===== config.mk =====
export PLATFORM = sky130hd
export DESIGN_NAME = sci_master
export DESIGN_NICKNAME = d
export VERILOG_FILES = /design/src/rtl/sci_master.sv
export SDC_FILE = /design/constraint.sdc
export NUM_CORES = 1
export LEC_CHECK = 0
export CORE_MARGIN = 4
export CORE_UTILIZATION = 28
export DETAILED_ROUTE_END_ITERATION = 8
export PLACE_DENSITY = 0.6
export SLEW_MARGIN = 5
export SYNTH_ARGS = -nofsm -noshare
export SYNTH_HDL_FRONTEND = slang
export SYNTH_SLANG_ARGS = --single-unit

===== constraint.sdc =====
create_clock -name CLK -period 3.8 [get_ports CLK]
set_input_delay 0.38 -clock CLK [delete_from_list [all_inputs] [get_ports CLK]]
set_output_delay 0.38 -clock CLK [all_outputs]
set_load 0.01 [all_outputs]

===== src/rtl/sci_master.sv =====
// sci_master: round-robin arbiter and serialiser for the SCI register-access link.
// One frame is in flight at a time; each one ends with a one-cycle DONE pulse carrying read data or an abort flag.
module sci_master #(
    parameter int NUM_REQ    = 3,
    parameter int ADDR_WIDTH = 8,
    parameter int DATA_WIDTH = 8,
    parameter int TIMEOUT    = 255
) (
    input  logic                          CLK,
    input  logic                          RSTN,
    input  logic [NUM_REQ-1:0]            REQ,
    input  logic [NUM_REQ-1:0]            REQ_WNR,
    input  logic [NUM_REQ*ADDR_WIDTH-1:0] REQ_ADDR,
    input  logic [NUM_REQ*DATA_WIDTH-1:0] REQ_WDATA,
    output logic [NUM_REQ-1:0]            DONE,
    output logic [DATA_WIDTH-1:0]         RDATA,
    output logic                          ERR,
    output logic                          CSN,
    output logic                          SIN,
    input  logic                          SOUT,
    input  logic                          SACK
);
    localparam int IDX_W   = (NUM_REQ > 1) ? $clog2(NUM_REQ) : 1;
    localparam int SHIFT_W = ADDR_WIDTH + DATA_WIDTH;
    localparam int CNT_MAX = (TIMEOUT > ADDR_WIDTH)
                           ? ((TIMEOUT > DATA_WIDTH) ? TIMEOUT : DATA_WIDTH)
                           : ((ADDR_WIDTH > DATA_WIDTH) ? ADDR_WIDTH : DATA_WIDTH);
    localparam int CNT_W   = $clog2(CNT_MAX + 1);

    typedef enum logic [2:0] {
        S_IDLE,
        S_CMD,
        S_ADDR,
        S_WDATA,
        S_WAIT_ACK,
        S_RDATA,
        S_GAP
    } state_t;

    state_t                r_state;
    state_t                w_state_next;
    logic [IDX_W-1:0]      r_ptr;
    logic [IDX_W-1:0]      r_grant;
    logic                  r_wnr;
    logic [SHIFT_W-1:0]    r_shift;
    logic [CNT_W-1:0]      r_cnt;
    logic [CNT_W-1:0]      w_cnt_next;
    logic [DATA_WIDTH-1:0] r_rx;
    logic [DATA_WIDTH-1:0] w_rx_next;
    logic                  r_abort;
    logic                  w_abort_next;
    logic                  r_csn;
    logic                  r_sin;
    logic [NUM_REQ-1:0]    r_done;
    logic [DATA_WIDTH-1:0] r_rdata;
    logic                  r_err;

    logic                  w_grant_valid;
    logic [IDX_W-1:0]      w_grant_idx;
    logic                  w_frame_next;

    logic [ADDR_WIDTH-1:0] w_addr  [NUM_REQ];
    logic [DATA_WIDTH-1:0] w_wdata [NUM_REQ];

    generate
        for (genvar gi = 0; gi < NUM_REQ; gi++) begin : g_unpack
            assign w_addr[gi]  = REQ_ADDR[gi*ADDR_WIDTH +: ADDR_WIDTH];
            assign w_wdata[gi] = REQ_WDATA[gi*DATA_WIDTH +: DATA_WIDTH];
        end
    endgenerate

    // Walk offsets from farthest to nearest so the first requester after the pointer wins.
    always_comb begin
        int v_idx;
        w_grant_valid = 1'b0;
        w_grant_idx   = '0;
        v_idx         = 0;
        for (int k = NUM_REQ; k >= 1; k--) begin
            v_idx = int'(r_ptr) + k;
            if (v_idx >= NUM_REQ) begin
                v_idx = v_idx - NUM_REQ;
            end
            if (REQ[v_idx]) begin
                w_grant_valid = 1'b1;
                w_grant_idx   = IDX_W'(v_idx);
            end
        end
    end

    always_comb begin
        w_state_next = r_state;
        w_cnt_next   = r_cnt;
        w_rx_next    = r_rx;
        w_abort_next = r_abort;
        case (r_state)
            S_IDLE: begin
                w_cnt_next = '0;
                if (w_grant_valid) begin
                    w_state_next = S_CMD;
                    w_rx_next    = '0;
                    w_abort_next = 1'b0;
                end
            end
            S_CMD: begin
                w_state_next = S_ADDR;
                w_cnt_next   = '0;
            end
            S_ADDR: begin
                if (r_cnt == CNT_W'(ADDR_WIDTH - 1)) begin
                    w_cnt_next   = '0;
                    w_state_next = r_wnr ? S_WDATA : S_WAIT_ACK;
                end else begin
                    w_cnt_next = r_cnt + 1'b1;
                end
            end
            S_WDATA: begin
                if (r_cnt == CNT_W'(DATA_WIDTH - 1)) begin
                    w_cnt_next   = '0;
                    w_state_next = S_GAP;
                end else begin
                    w_cnt_next = r_cnt + 1'b1;
                end
            end
            S_WAIT_ACK: begin
                // SACK takes priority over the timeout in the final wait cycle.
                if (SACK) begin
                    w_rx_next    = (r_rx << 1) | DATA_WIDTH'(SOUT);
                    w_cnt_next   = CNT_W'(1);
                    w_state_next = (DATA_WIDTH == 1) ? S_GAP : S_RDATA;
                end else if (r_cnt == CNT_W'(TIMEOUT - 1)) begin
                    w_abort_next = 1'b1;
                    w_state_next = S_GAP;
                end else begin
                    w_cnt_next = r_cnt + 1'b1;
                end
            end
            S_RDATA: begin
                if (SACK) begin
                    w_rx_next = (r_rx << 1) | DATA_WIDTH'(SOUT);
                    if (r_cnt == CNT_W'(DATA_WIDTH - 1)) begin
                        w_state_next = S_GAP;
                    end else begin
                        w_cnt_next = r_cnt + 1'b1;
                    end
                end else begin
                    w_abort_next = 1'b1;
                    w_state_next = S_GAP;
                end
            end
            S_GAP: begin
                w_state_next = S_IDLE;
            end
            default: begin
                w_state_next = S_IDLE;
            end
        endcase
    end

    // CSN/SIN are registered from the next state so the link pins come straight off flops.
    assign w_frame_next = (w_state_next == S_CMD)      || (w_state_next == S_ADDR) ||
                          (w_state_next == S_WDATA)    || (w_state_next == S_WAIT_ACK) ||
                          (w_state_next == S_RDATA);

    always_ff @(posedge CLK) begin
        if (!RSTN) begin
            r_state <= S_IDLE;
            r_ptr   <= IDX_W'(NUM_REQ - 1);
            r_grant <= '0;
            r_wnr   <= 1'b0;
            r_shift <= '0;
            r_cnt   <= '0;
            r_rx    <= '0;
            r_abort <= 1'b0;
            r_csn   <= 1'b1;
            r_sin   <= 1'b0;
            r_done  <= '0;
            r_rdata <= '0;
            r_err   <= 1'b0;
        end else begin
            r_state <= w_state_next;
            r_cnt   <= w_cnt_next;
            r_rx    <= w_rx_next;
            r_abort <= w_abort_next;
            r_csn   <= !w_frame_next;
            r_done  <= '0;

            if (r_state == S_IDLE && w_grant_valid) begin
                r_ptr   <= w_grant_idx;
                r_grant <= w_grant_idx;
                r_wnr   <= REQ_WNR[w_grant_idx];
                r_shift <= {w_addr[w_grant_idx], w_wdata[w_grant_idx]};
                r_sin   <= REQ_WNR[w_grant_idx];
            end else if (w_state_next == S_ADDR || w_state_next == S_WDATA) begin
                r_sin   <= r_shift[SHIFT_W-1];
                r_shift <= r_shift << 1;
            end else begin
                r_sin <= 1'b0;
            end

            if (w_state_next == S_GAP) begin
                r_done  <= NUM_REQ'(1) << r_grant;
                r_rdata <= w_abort_next ? '0 : w_rx_next;
                r_err   <= w_abort_next;
            end
        end
    end

    assign DONE  = r_done;
    assign RDATA = r_rdata;
    assign ERR   = r_err;
    assign CSN   = r_csn;
    assign SIN   = r_sin;

endmodule

==> impl_results.md <==
- Outcome: complete, no violations
- Area grow syn2layout: 27.3%
- HP Class: reg -> reg
- Reg2reg setup slack: 0.83 ns
- Synth warnings: 0
- Crit Path Category: reg -> reg
- Starting Density: 28.6%
- Crit path to: CSN
- Vias in the first global route: 3006
- Largest net degree at the start of global routing: 47
- Gates resized, CTS repair: 0
- DIE AREA: 0.0141 sq mm
- Dpl hpwl: 6210 um
- Hold-fix buffers, CTS: 0
- CTS Buf Count: 5
- Initial antenna violation count: 0
- Final period util: 78.2%
- First-pass DRT Iterations: 4
- First-pass GRT wire length: 14100 um
- Filler instances: 1207
- Number of vias per cell: 5.28
- # DRC: 0
- Clock buffer depth: 2
- Asr flop ratio synth: 0%
- Top Ports: 72
- RSZ-0062 raised after global routing: no
- Routed len/inst: 14.4 um
- P_leak: 0.00156 uW
- Nets: 493
- Minimum clock period: 2.97 ns
- Initial drt markers: 138
- Slew @ Worst Pin: 0.934 ns
- VDD IR max: 0.000262 V
- H-tree depth: 2
- Cell Pwr Density: 514 mW/mm^2
- Site Rows: 40
- CP endpoint kind: flop
- Global route total overflow: 0
- Netlist Area Pre-Place: 0.00343 sq mm
- Reg-to-reg endpoint: CSN
- # Max-Cap Violations: 0
- Routed Antenna Nets: 0
- Syn avg cell area: 9.18 sq um
- CP Data Required Time: 4.01 ns
- Setup TNS: 0 ns
- Max FO, Critical Path: 38
- Yosys cell types: 67
- # clock sinks: 54
- Routed Wire Length: 8280 um
- Layout Utilization: 36.4%
- Peak Freq: 0.337 GHz
- Placed inst area: 0.00422 sq mm
- Dominant synthesized flop cell: dfxtp_1
- Clock Latency Late Sink: 0.29 ns
- Layout cell share with drive strength beyond 1: 15.7%
- Final setup violation count: 0
- Synthesized flop and latch total: 54
- Die Ht: 119 um
- Critical path startpoint category: flop
- # Post-CTS Setup Buffers: 0
- Crit path launch: r_ptr[0]
- Number of diodes: 0
- Number of flops mapped to enable cells by yosys: 0
- Clk_skew: 0.00995 ns
- Post-Syn Instances: 374
- Sequential element share of the synthesized area: 31.5%
- Worst EP arrival: 3.18 ns
- CTS tree: built
- Design area: 0.00437 sq mm
- Clock Pin Slew Worst Setup and Hold Paths: 0.07 ns
- Die X: 119 um
- Max Slew Vio Count: 0
- Placer Congestion: 0.856
- Port bufs: 71
- GRT Total Usage: 11.7%
- Root Buffer: clkbuf_16
- Rel. slew slack: 37.7%
- Hold WS: 0.492 ns
- R2R cell count: 7
- Overall power: 2250 uW
- Hold Vio Cnt, Final: 0
- Reg2reg start: r_ptr[0]
- Via count: 3034
- CORE AREA: 0.0120 sq mm
- Syn Nets: 440
## final cells by class
type | instances | area [sq um] | share of cell area, %
timing repair buffer | 78 | 763 | 17.5
inverter | 26 | 97.6 | 2.23
multi-input combinational | 262 | 2090 | 47.9
tap | 147 | 184 | 4.21
clock inverter | 1 | 8.76 | 0.200
sequential | 54 | 1080 | 24.7
clock buffer | 7 | 143 | 3.26
## cell usage in the layout, fill, tap and decap left out, drive strengths merged, types with 2 or more instances in the layout
cell type      instances
and2                   4
a311oi                 2
a22oi                 10
nor3                   3
a21oi                  9
a21boi                 3
clkdlybuf4s50         71
mux2                  26
inv                   26
o2111ai               15
o21ai                  9
dfxtp                 54
o21a                   2
a211oi                 5
buf                    7
o22ai                  2
or2                    3
a2111oi                2
o21bai                 2
a41o                   2
xnor2                  2
o41ai                  8
nor2b                  2
nand2b                 5
nand3                 23
nand2                  7
nor2                  20
o211ai                55
clkbuf                 7
a221oi                 2
nand4                  2
mux2i                  3
nor4                   3
or3                    4
and3                   3
ha                     8
## flip-flops by register name, indices dropped and copies added (netlist names), 2 cells and up
name,count
r_shift,16
DONE,3
r_rx,8
r_state,3
r_cnt,8
RDATA,8
r_ptr,2
## metal layers
metal  part of all wire, %  track usage [%]  vias up
met5                     0                0        -
met4                   1.1             3.11        0
met3                   3.9             2.11        6
met2                    46             18.8       62
met1                    49             16.0     1403
li1                      -                -     1563
## how the worst min path moves through the flow
| stage | to | cells after the start | start | slack (ns) |
|---|---|---|---|---|
| 2_1_floorplan | DONE[0] | 1 | r_grant[1] | 0.44 |
| 3_3_place_gp | SIN | 2 | r_shift[15] | 0.47 |
| 3_5_place_dp | SIN | 2 | r_shift[15] | 0.47 |
| 4_1_cts | r_shift[5] | 2 | r_shift[4] | 0.50 |
| 5_1_grt | r_shift[14] | 2 | r_shift[13] | 0.52 |
| 6_report | SIN | 2 | r_shift[15] | 0.49 |
## through the flow
stage | worst slack (ns) | instances
after floorplan | 1.15 | 374
after global placement | 0.810 | 567
after detailed placement | 0.757 | 567
after CTS | 0.803 | 575
after global routing | 0.548 | 575
final | 0.830 | 575
## cells by family after synthesis
family / share of synthesized area (%)
compound gates: 34.1
simple gates: 13.9
buf+inv: 7.69
flops: 31.5
mux: 9.41
fa+ha+maj: 2.92
xor+xnor: 0.510
## critical path, stage by stage, from the launching register on
cell	delay, ns
dfxtp_1	0.48
inv_1	0.15
ha_1	0.45
mux2_2	0.37
a22oi_1	0.34
a31o_2	0.66
a21oi_1	0.21
o211ai_1	0.23
## power breakdown
group	switching, uW	internal [uW]	total, uW
registers	65.8	656	722
logic	620	434	1050
clock network	203	265	469
total	890	1360	2250
## cells in the mapped netlist, types with 7 or more instances
library cell / n / area, sq um
dfxtp_1: 54 / 1080
nand3_1: 23 / 115
o2111ai_1: 15 / 131
mux2_2: 26 / 293
inv_1: 25 / 93.8
nor2_1: 20 / 75.1
o211ai_2: 9 / 113
a22oi_1: 10 / 75.1
clkbuf_1: 17 / 63.8
buf_2: 7 / 35.0
a21oi_1: 9 / 45.0
ha_1: 8 / 100
o21ai_0: 7 / 35.0
nand2_1: 7 / 26.3
o211ai_1: 46 / 345
Note: power is estimated with default switching activity, not from simulation.
